## config.mk

```make
export PLATFORM = sky130hd
export DESIGN_NAME = debouncer
export DESIGN_NICKNAME = d
export VERILOG_FILES = /design/src/rtl/debouncer.sv
export SDC_FILE = /design/constraint.sdc
export NUM_CORES = 1
export LEC_CHECK = 0
export CAP_MARGIN = 5
export CORE_MARGIN = 8
export CORE_UTILIZATION = 30
export DETAILED_ROUTE_END_ITERATION = 10
export SLEW_MARGIN = 10
export SYNTH_ARGS = -nofsm -noshare
export SYNTH_HDL_FRONTEND = slang
export SYNTH_SLANG_ARGS = --single-unit
```

## constraint.sdc

```tcl
create_clock -name clk -period 1.5 [get_ports clk]
set_clock_uncertainty 0.15 [all_clocks]
set_input_delay 0.225 -clock clk [delete_from_list [all_inputs] [get_ports clk]]
set_output_delay 0.225 -clock clk [all_outputs]
set_load 0.05 [all_outputs]
```

## src/rtl/debouncer.sv

```systemverilog
`timescale 1ns/10ps
// debouncer: cleans a raw, asynchronous push-button level.
// The input is synchronized through SYNC_STAGES flops, then filtered by a
// stability counter. btn_state changes only after the synchronized input has
// differed from it for STABLE_CYCLES consecutive clocks. btn_pressed pulses
// for one cycle when a 0->1 change of btn_state is accepted.
// Optional build macro DEBOUNCER_RELEASE_PULSE_EN adds btn_released, a
// one-cycle pulse when a 1->0 change of btn_state is accepted.
module debouncer #(
   parameter int STABLE_CYCLES = 50000,
   parameter int SYNC_STAGES   = 2
) (
   input  logic clk,
   input  logic rst,
   input  logic btn_in,
   output logic btn_state,
   output logic btn_pressed
`ifdef DEBOUNCER_RELEASE_PULSE_EN
   ,
   output logic btn_released
`endif
);

   // A 1-cycle filter still needs one counter bit to hold the compare value.
   localparam int CNT_W = (STABLE_CYCLES > 1) ? $clog2(STABLE_CYCLES) : 1;
   localparam logic [CNT_W-1:0] CNT_LAST = CNT_W'(STABLE_CYCLES - 1);

   logic [SYNC_STAGES-1:0] sync_q;
   logic                   sync;
   logic [CNT_W-1:0]       cnt;
   logic                   differs;
   logic                   accept;

   // Shift the raw level through the synchronizer chain; bit 0 sees btn_in.
   always_ff @(posedge clk or posedge rst) begin
      if (rst) begin
         sync_q <= '0;
      end else begin
         sync_q <= {sync_q[SYNC_STAGES-2:0], btn_in};
      end
   end

   assign sync    = sync_q[SYNC_STAGES-1];
   assign differs = (sync != btn_state);
   // The counter only reaches CNT_LAST after that many consecutive differing
   // cycles, because any agreeing cycle clears it.
   assign accept  = differs && (cnt == CNT_LAST);

   // Stability filter: count differing cycles, accept the new level on the
   // last one, and restart from zero whenever the input agrees again.
   always_ff @(posedge clk or posedge rst) begin
      if (rst) begin
         cnt         <= '0;
         btn_state   <= 1'b0;
         btn_pressed <= 1'b0;
      end else if (!differs) begin
         cnt         <= '0;
         btn_pressed <= 1'b0;
      end else if (accept) begin
         cnt         <= '0;
         btn_state   <= sync;
         btn_pressed <= sync;
      end else begin
         cnt         <= cnt + CNT_W'(1);
         btn_pressed <= 1'b0;
      end
   end

`ifdef DEBOUNCER_RELEASE_PULSE_EN
   // Release pulse: registered alongside btn_state so it lines up with the
   // first cycle btn_state reads 0.
   always_ff @(posedge clk or posedge rst) begin
      if (rst) begin
         btn_released <= 1'b0;
      end else begin
         btn_released <= accept && !sync;
      end
   end
`endif

endmodule

```

# Word-level counts from Yosys, hierarchy flattened
# Index checks and enable logic that the tools add are counted.
classes:
  addsub: 1
  n_mul: 0
  n_div: 0
  order_cmp: 0
  n_eq_ne: 2
  shifts: 0
  n_mux: 4
  n_bitwise: 0
  reduce_logical: 2
ops:
  columns: ["op", "count"]
  rows:
  - ["2-to-1 mux 16 bit", 2]
  - ["adder 16 x 1 -> 16 bit (second input constant)", 1]
  - ["equality test 16 bit (second input constant)", 1]
  - ["2-to-1 mux 1 bit", 2]
  - ["AND reduction 2 bit", 1]
  - ["logical AND 1 bit", 1]
  - ["!= test 1 bit", 1]
word_totals:
  reg_bits: 20
  latch_bits: 0
  mem_bits_rw: 0
  mem_bits_ro: 0
  output_inout_bits: 2
  wordCells: 13
  mem_count: 0

# Depth between registers and ports, before layout
# Gate-level depths: netlist of run 1.
logic_depth:
  depth_word: 4
  mapped_depth: 6
  mapped_depth_nobuf: 5

# Worst setup path before layout of run 1
# Ideal clock, no wire load.
synth_path:
  kind: "register to register"
  start: "register cnt[9]"
  end: "register cnt[15]"
  setup_ns: 0.078
  t_arrival_ns: 1.368
  t_required_ns: 1.272
  path_slack_ns: -0.096
  stages_incl_launch_ff: 5
  path_buffers: 0
  synth_period_minus_slack_ns: 1.596
  cell_sequence: "dfrtp_1 > nand4_2 > or2_0 > or4b_1 > a21oi_1"
synth_between:
  elab_chain_cells: 4
  elab_cells_between_ends: 5
  classes_between: "add/sub (1); eq/ne (1); mux (2); reduce/logical (1)"
synth_rtl:
  columns: ["element", "line", "text"]
  rows:
  - ["start, declared", "30", "logic [CNT_W-1:0] cnt;"]
  - ["start signal, assigned", "64", "cnt <= cnt + CNT_W'(1);"]
  - ["branches (longest 2 deep; another with adder 16 x 1 -> 16 bit)", null, null]
  - ["2-to-1 mux 16 bit (*)", "59", "end else if (accept) begin"]
  - ["2-to-1 mux 16 bit (*)", "56", "end else if (!differs) begin"]
# Mark *: on every way between the ends.
# A chain may end at the register's enable or synchronous reset.

# Worst setup path in the final report of run 1
layout_path:
  start: "register cnt[4]"
  end: "register cnt[15]"
# The elaborated chain is that of the path after synthesis.

==> results.tsv, run 1 <==
metric	value	unit
outcome	finished with violations	
failing checks	setup timing	
Clock transition at path regs	120	ps
sequential power share	52.0	%
Hold Fails Final Rpt	0	
Distinct cells, synth	24	
combinational share of power	6.3	%
P_leak	0.579	nW
maxcap violations	0	
clock sink count	20	
vias in the first global route	835	
multiplexer share of the synthesized area	1.20	%
row count	20	
VDD IR max	0.717	mV
Worst Tran Pin Value	290	ps
TritonCTS buffer count	3	
wire per inst	12.3	um
highest clock rate	0.614	GHz
Compound-Gate Fraction of Synth Area	1.47	%
synthesized instance count	91	
Setup WS post-layout	-128	ps
num ports	5	
sequential element share of the synthesized area	53.3	%
syn_nets	95	
DRC Markers	0	
# setup viols final	17	
Critical Path End Type	flip-flop	
adder-cell area share of the yosys netlist	1.33	%
P_sw	0.214	mW
largest net degree at the start of global routing	21	
CP Launch Type	flip-flop	
period utilization	109	%
switching part of the total	20.1	%
PwrDens	775	mW/mm2
Synth Area in XOR/XNOR	13.1	%
Arr. time, crit path	1720	ps
Yosys Warn Count	0	
Initial Util	31.3	%
Mapped Area	938	um2
CTS tree	built	
utilization after layout	45.9	%
grt ovf	0	
via count	777	
unrepaired setup endpoints after global routing	true	
largest family of logic cells by synthesized area	simple AND/OR/NAND/NOR gates	
Area Growth Syn to Fin	46.8	%
GRT Util Overall	8.42	%
initial antenna violation count	0	
Final Max Slew Viols	0	
die area	0.00517	mm2
clock root cell	clkbuf_4	
Max-slew headroom	80.4	%
Cell Int Power	0.853	mW
vias per inst	4.83	
Die H	71.9	um
First-pass DRT Iterations	3	
Core Area	0.00300	mm2
worst path required time	1590	ps
first-pass GRT wire length	3480	um
ratio of cells with drive above 1 in the final layout	40.6	%
Die X	71.9	um
Synth Area in Simple Gates	27.5	%
Syn Area/Cell	10.3	um2
Ant. Diodes	0	
critical path type	reg -> reg	
HPWL Detailed	1470	um
DR iter-0 viols	5	
Hold Crit Class	in -> async	
worst skew pair latency	310	ps
port buffer count	4	
Clock Tree Buf Depth	2	
Max FO, Critical Path	3	
total power	1.07	mW
flops & latches, synth	20	
post-layout minimum cycle time	1630	ps
Hold WS	69.3	ps
ANT nets after route	0	
nets	133	
CTS H-tree depth	1	
wirelength, routed	1980	um
Final Wtd Congestion	0.805	
Clk network pwr share	41.7	%
-- cell usage after synthesis (all sizes together) --
cell type	number	area (um2)
dfrtp	20	500
nor2	17	63.8
xnor2	12	105
nand4	6	43.8
nand2	5	18.8
nor3	5	25.0
inv	4	15.0
nand3	4	20.0
and3	2	12.5
nor4	2	12.5
or2	2	12.5
xor2	2	17.5
a21oi	1	5.00
and4bb	1	12.5
buf	1	5.00
ha	1	12.5
mux2	1	11.3
nor3b	1	7.51
nor4b	1	8.76
nor4bb	1	10.0
o41ai	1	8.76
or4b	1	10.0
-- registers in the layout, indices dropped and copies added, names as in the netlist --
register and flops:
cnt 16, sync_q 2, btn_state 1, btn_pressed 1
-- stage by stage --
step	setup TNS [ps]	instances	worst slack, ps	cell area [um2]
floorplan	-790	91	-95.8	943
global placement	-1230	154	-110	1240
detailed placement	-2610	154	-184	1240
CTS	-1160	161	-119	1360
global route	-3020	161	-200	1380
finish	-1370	161	-128	1380
-- what timing repair did --
item	4_1_cts	5_1_grt
gates cloned	0	0
buffers inserted	3	0
gates resized for setup	12	3
hold buffers	0	0
endpoints found under the setup margin	18	18
pin swaps	18	1
-- cells by family after synthesis --
logic type,Yosys count
buffers and inverters,5
and+or+nand+nor,48
xor gates and xnor gates,14
AOI/OAI and AO/OA,2
muxes,1
DFF,20
adders and majority gates,1
-- path summary, 6_finish.rpt --
check                      slack [ps]  startpoint  depth (start not counted)        end
max                              -130      cnt[4]                          4    cnt[15]
min in group clk                  190      btn_in                          1  sync_q[0]
min reg2reg                       220   sync_q[0]                          0  sync_q[1]
min                                70         rst                          3     cnt[3]
max reg2reg                      -130      cnt[4]                          4    cnt[15]
max in group asynchronous         920         rst                          3     cnt[6]
-- layout make-up --
class	instances	area (um2)
repair buffers	34	293
clock inverters	1	30.0
flip-flops and latches	20	500
well taps	33	41.3
multi-input cells	66	475
clock buffers	3	22.5
fillers	299	1630
inverters	4	15.0
-- layer usage --
layer | vias up | global-route usage [%] | wire length, um
li1 | 386 | - | -
met3 | 5 | 1.52 | 41
met4 | 0 | 4.76 | 50
met5 | - | 0 | 0
met1 | 380 | 9.40 | 926
met2 | 6 | 14.7 | 958
-- worst max-delay path, cell delays in order (launching register included) --
cell,delay [ps]
dfrtp_1,440
nand3_2,100
or2_4,270
or4b_1,460
a21oi_1,140
-- power by group through the flow --
stage | clock (mW) | sequential [mW] | combinational (mW)
after floorplan | 0 | 0.566 | 0.0251
after global routing | 0.482 | 0.557 | 0.0742
final | 0.445 | 0.556 | 0.0671
after detailed placement | 0 | 0.566 | 0.0590
after CTS | 0.464 | 0.555 | 0.0684
after global placement | 0 | 0.566 | 0.0575
-- placed cells by master (no fill, tap or decap), types with 3 or more instances in the layout --
cell type	Yosys	layout
nor2_2	0	4
nand4_1	5	5
nand2_1	5	4
nand3_1	4	3
xnor2_1	12	12
nor3_1	5	3
nor2_1	17	13
dfrtp_1	20	20
clkbuf_4	0	3
inv_1	4	4
buf_4	0	28
Power figures use the tool's default switching activity.
==> run 2, diff against run 1 <==
ABC_CLOCK_PERIOD_IN_PS = 1500   (was default)
SKIP_CTS_REPAIR_TIMING = 1   (was default)
==> run 2 against run 1 <==
Against the previous run:
- the run still ends with setup timing left
- clock power is essentially flat
- global-route usage shrank 0.26 points
- utilization grew 1.3 points
- via count shrank 1.2%
- hold slack gained 7.5 ps
- critical path depth is the same
- largest cell class is now multi-input combinational cells
- highest routed layer unchanged
==> results.tsv, run 2 (synthesized netlist as in run 1, its figures left out) <==
metric	value	unit	change
largest net degree at the start of global routing	21		unchanged
worst skew pair latency	310	ps	about the same
Arr. time, crit path	1760	ps	was 1720 ps
port buffer count	4		unchanged
critical path type	reg -> reg		unchanged
Hold Fails Final Rpt	0		unchanged
R2R cell count	4		unchanged
HPWL Detailed	1470	um	unchanged
unrepaired setup endpoints after global routing	true		unchanged
initial antenna violation count	0		unchanged
reg-to-reg startpoint	cnt[4]		unchanged
TritonCTS buffer count	3		unchanged
GRT Util Overall	8.16	%	was 8.42%
nets	133		unchanged
Final Wtd Congestion	0.805		unchanged
CTS H-tree depth	1		unchanged
utilization after layout	47.2	%	was 45.9%
Setup WS post-layout	-156	ps	was -128 ps
wirelength, routed	2000	um	was 1980 um
largest registers	cnt x16, sync_q x2		unchanged
via count	768		was 777
vias per inst	4.77		was 4.83
GR Util met3	1.52	%	unchanged
Max FO, Critical Path	3		unchanged
Initial Util	31.3	%	unchanged
CP max stage cell	or4b_1		unchanged
combinational share of power	6.0	%	was 6.3%
worst path required time	1600	ps	was 1590 ps
PwrDens	752	mW/mm2	was 775 mW/mm2
P_leak	0.585	nW	was 0.579 nW
global route hottest layer	met2		unchanged
DR iter-0 viols	4		was 5
vias in the first global route	815		was 835
switching part of the total	20.2	%	was 20.1%
Clock transition at path regs	110	ps	was 120 ps
grt ovf	0		unchanged
Die X	71.9	um	unchanged
maxcap violations	0		unchanged
period utilization	110	%	was 109%
Final Max Slew Viols	0		unchanged
Hold Crit Class	in -> async		unchanged
Biggest register	cnt		unchanged
Largest register FFs	16		unchanged
first-pass GRT wire length	3360	um	was 3480 um
P_sw	0.215	mW	was 0.214 mW
commonest cells after routing, fill and taps aside	28 x buf_4, 19 x dfrtp_1, 12 x nor2_1		was 28 x buf_4, 20 x dfrtp_1, 13 x nor2_1
Worst R2R End	cnt[15]		unchanged
die area	0.00517	mm2	unchanged
filler instances	291		was 299
num ports	5		unchanged
slowest stage delay, CP	530	ps	was 460 ps
CTS tree	built		unchanged
Die H	71.9	um	unchanged
Critical Path End Type	flip-flop		unchanged
post-layout minimum cycle time	1660	ps	was 1630 ps
most common cell after layout, fill and taps aside	buf_4		unchanged
setup_tns	-1900	ps	was -1370 ps
Clock Tree Buf Depth	2		unchanged
reg2reg setup slack	-160	ps	was -130 ps
VDD IR max	0.721	mV	was 0.717 mV
wire per inst	12.4	um	was 12.3 um
crit-path cells	nand3_2 > or2_4 > or4b_1 > a21oi_2		was nand3_2 > or2_4 > or4b_1 > a21oi_1
clock root cell	clkbuf_4		unchanged
failing checks	setup timing		unchanged
sequential power share	52.2	%	was 52.0%
met1 Track Usage GR	8.83	%	was 9.40%
row count	20		unchanged
clock sink count	20		unchanged
DP Area	0.00124	mm2	unchanged
Area Growth Syn to Fin	50.9	%	was 46.8%
Ant. Diodes	0		unchanged
ANT nets after route	0		unchanged
Cell Int Power	0.850	mW	was 0.853 mW
First-pass DRT Iterations	3		unchanged
Worst Tran Pin Value	311	ps	was 290 ps
ratio of cells with drive above 1 in the final layout	45.3	%	was 40.6%
CP Launch Type	flip-flop		unchanged
# setup viols final	17		unchanged
outcome	finished with violations		unchanged
highest clock rate	0.604	GHz	was 0.614 GHz
GR Util met2	14.5	%	was 14.7%
Core Area	0.00300	mm2	unchanged
Max-slew headroom	79.1	%	was 80.4%
Clk network pwr share	41.8	%	was 41.7%
area of all placed cells without fillers	0.00142	mm2	was 0.00138 mm2
DRC Markers	0		unchanged
[run 2: metal layers]
layer  wire length [um]  vias up  part of all wire [%]
met5                  0        -                     0
met4                 50        0                   2.5
met3                 43        5                   2.2
met2                975        6                    49
met1                927      371                    46
li1                   -      386                     -
[run 2: worst max-delay path by stage]
stage / end / startpoint / slack (ps)
after floorplan: cnt[15] / cnt[9] / -100
after global placement: cnt[15] / cnt[10] / -110
after detailed placement: btn_pressed / cnt[7] / -180
after CTS: btn_pressed / cnt[7] / -220
after global routing: cnt[15] / cnt[4] / -220
final: cnt[15] / cnt[4] / -160
[run 2: power groups by stage]
stage | registers (mW) | logic, mW | clock network [mW]
2_1_floorplan | 0.566 | 0.0251 | 0
3_3_place_gp | 0.566 | 0.0575 | 0
3_5_place_dp | 0.566 | 0.0590 | 0
4_1_cts | 0.556 | 0.0592 | 0.464
5_1_grt | 0.557 | 0.0706 | 0.478
6_report | 0.556 | 0.0639 | 0.445
[run 2: stage by stage]
step	setup slack, ps	cells	power, mW	hold slack [ps]
floorplan	-95.8	91	0.591	38.8
global placement	-110	154	0.624	192
detailed placement	-184	154	0.625	192
CTS	-218	158	1.08	74.6
global route	-223	161	1.11	91.1
finish	-156	161	1.06	76.8
[run 2: cell type report]
type / count / area [um2] / share of cell area [%]
multi-input combinational: 66 / 513 / 36.2
sequential: 20 / 502 / 35.4
timing repair buffer: 34 / 293 / 20.7
tap: 33 / 41.3 / 2.92
clock inverter: 1 / 30.0 / 2.12
clock buffer: 3 / 22.5 / 1.59
inverter: 4 / 15.0 / 1.06
[run 2: worst max-delay path: cells and delay by family, from the launching register on]
| family | cells | cell delay (ps) |
|---|---|---|
| simple gates | 3 | 880 |
| flops | 1 | 440 |
| compound gates | 1 | 130 |
==> RTL edit, RTL diff (settings of run 2) <==
Register the output `btn_pressed` once more; this adds one clock of latency there. The other outputs are not delayed to match. Comments in the files are not updated.
--- a/src/rtl/debouncer.sv
+++ b/src/rtl/debouncer.sv
@@ -26,2 +26,4 @@
    localparam logic [CNT_W-1:0] CNT_LAST = CNT_W'(STABLE_CYCLES - 1);
+
+   logic btn_pressed_s0;
 
@@ -54,6 +56,6 @@
          btn_state   <= 1'b0;
-         btn_pressed <= 1'b0;
+         btn_pressed_s0 <= 1'b0;
       end else if (!differs) begin
          cnt         <= '0;
-         btn_pressed <= 1'b0;
+         btn_pressed_s0 <= 1'b0;
       end else if (accept) begin
@@ -61,6 +63,6 @@
          btn_state   <= sync;
-         btn_pressed <= sync;
+         btn_pressed_s0 <= sync;
       end else begin
          cnt         <= cnt + CNT_W'(1);
-         btn_pressed <= 1'b0;
+         btn_pressed_s0 <= 1'b0;
       end
@@ -80,2 +82,6 @@
 
+   always_ff @(posedge clk) begin
+      btn_pressed <= btn_pressed_s0;
+   end
+
 endmodule
Function: same outputs for any inputs over 10 cycles, from zero or initial values and one cycle with rst high; that may be too few to reach the edited logic, so the function may still have changed.
==> RTL edit against run 2 <==
The flow still finishes with violations (setup timing); sequential share of layout area up 1.4 points; sequential cell count grew 1; wire length increased by 16%; total power shrank 14%; die area is 1.6% higher; global-route usage rose by 1.1 points; worst setup slack worse by 3.6 ps; final cell count is 9.3% higher; clock power shrank 39%; final area is 0.53% higher; first-iteration DRC count increased to 8.3 times the old value; via count increased by 4.9%; synthesized area increased by 2.1%; largest cell class is now sequential cells.
==> RTL edit: results (changes against run 2) <==
The run finished, with violations left. The logs give 0 (unchanged) for the number of diodes and 0.000603 µW (+3.2%) for the static leakage power. The proportion of layout cells with a drive suffix above 1 works out to 41.7% (-3.6 points). The tools report the final-layout setup total negative slack as -2360 ps (-466 ps). The final-report max-slew violation count came out at 0 (unchanged). The count of buffers from port buffering works out to 4 (unchanged).

The run gives 0.800 (-0.72%) as the global placer's final weighted congestion. The tools report the source of the worst register-to-register timing path as cnt[0]. The number of distinct standard cells referenced by the synthesized netlist came out at 25 (+4.2%). In the final layout, the registers with the most flip-flops are cnt (16), sync_q (2). The global-route wire length before repair came out at 3.76 mm (+12%).

The min-delay analysis places its worst path in the category in -> async. Worst slew margin relative to its limit: 76.1% (-2.9 points). The root buffer cell chosen for the clock tree is sky130_fd_sc_hd__clkbuf_4. The first-pass iteration count of the detailed router was 4 (+1); the detailed placer's ending HPWL was 1.66 mm (+13%).

For the number of global-route vias before repair, the log shows 829 (+1.7%). The highest net fanout along the worst path is 4 (+1). The critical path ends at btn_state. The clock latency of the later-clocked register in the worst-skew pair is 310 ps (about the same), and the fill cell total of the finished layout is 312 (+7.2%).

The overall global routing resource usage came out at 9.23% (+1.1 points). The routed length per placed instance was 13.2 µm (+6.3%); the net count of the mapped netlist was 96 (+1.1%). The most critical setup path has its startpoint at cnt[0].

Clock tree buffer depth: 2 (unchanged). For the number of antenna violations at the first check in global routing, the log shows 0 (unchanged). By area the synthesized netlist is led by sky130_fd_sc_hd__dfrtp_1 (52%), sky130_fd_sc_hd__xnor2_1 (11%), sky130_fd_sc_hd__nor2_1 (6.7%). The logs give 1 (unchanged) for the H-tree depth reported by CTS and 18 (+1) for the total of endpoints with negative setup slack in the final report.

The data arrival time of the critical path is 1710 ps (-50 ps), and the async set-reset flop share out of synthesis is 95.2% (-4.8 points). The run gives 378 µV (-48%) as the peak supply drop. The least setup slack across all paths after layout was -160 ps (-3.63 ps).

The tools report the number of buffers created by CTS as 3 (unchanged). For this run, the leading register cell type out of synthesis is sky130_fd_sc_hd__dfrtp_1. The tools report the maximum number of pins on one net before global-route repair as 21 (unchanged). The count of routing violations after the opening detailed-route iteration was 33 (+29); the register clock-pin slew on the reported worst setup and hold paths was 110 ps (about the same). The final reports fail on setup timing.

Worst-case reg-to-reg path depth: 4 (unchanged). The logs give 137 (+3.0%) for the net count reported at finish and 0 (unchanged) for the number of warnings reported in the yosys synthesis log. The via total after detailed routing was 806 (+4.9%). The tools report the post-synthesis sequential area ratio as 54.3% (+0.97 points).

The commonest cells after synthesis are sky130_fd_sc_hd__dfrtp_1 (20), sky130_fd_sc_hd__nor2_1 (17), sky130_fd_sc_hd__xnor2_1 (12).
RTL edit: cell types whose count changed in the layout (fill, tap and decap cells not counted), sizes merged:
cell           run 2  this run
bufinv             1         0
dfxtp              0         1
clkbuf             3         4
buf               32        35
RTL edit: worst min-delay path by stage:
| stage | start | endpoint | slack (ps) |
|---|---|---|---|
| floorplan | rst | btn_pressed_s0 | 40 |
| global placement | btn_pressed_s0 | btn_pressed | 170 |
| detailed placement | sync_q[0] | sync_q[1] | 190 |
| CTS | rst | cnt[11] | 90 |
| global route | rst | cnt[5] | 100 |
| finish | rst | cnt[9] | 80 |
RTL edit: worst max-delay path: stages (launching register included):
cell                      delay, ps
sky130_fd_sc_hd__dfrtp_1        420
sky130_fd_sc_hd__ha_2           200
sky130_fd_sc_hd__and3_1         210
sky130_fd_sc_hd__nand4_1        210
sky130_fd_sc_hd__mux2_2         370
RTL edit: final cells by class:
type / instances / share of cell area, %
Clock buffer: 4 / 1.85
Inverter: 4 / 1.05
Tap cell: 44 / 3.87
Multi-Input combinational cell: 66 / 33.9
Timing Repair Buffer: 37 / 22.5
Sequential cell: 21 / 36.8
RTL edit: cells by family after synthesis:
family | share of synthesized area [%]
multiplexers | 1.17
flip-flops | 54.3
AO/OA/AOI/OAI | 1.44
buffers and inverters | 2.09
XOR/XNOR | 12.8
AND/OR/NAND/NOR | 26.9
adder cells (fa/ha/maj) | 1.31
RTL edit: layer usage:
layer | routed length [µm] | global-route usage (%) | vias to the layer above
met4 | 55 | 5.33 | 0
met3 | 52 | 2.20 | 5
met1 | 965 | 9.95 | 399
li1 | - | - | 396
met5 | 0 | 0 | -
met2 | 1250 | 16.0 | 6
RTL edit: power by group:
group | total [µW] | switching, µW | internal (µW)
Clock | 272 | 168 | 104
Combinational | 63.9 | 31.1 | 32.8
Sequential | 582 | 7.65 | 575
RTL edit: metrics by stage:
step | utilization [%] | instances | setup WS [ps] | area (µm²)
global route | 46.6 | 176 | -236 | 1420
detailed placement | 42.7 | 168 | -231 | 1300
floorplan | - | 92 | -95.8 | 963
CTS | 43.6 | 172 | -273 | 1330
finish | 46.6 | 176 | -160 | 1420
global placement | 42.7 | 168 | -171 | 1300
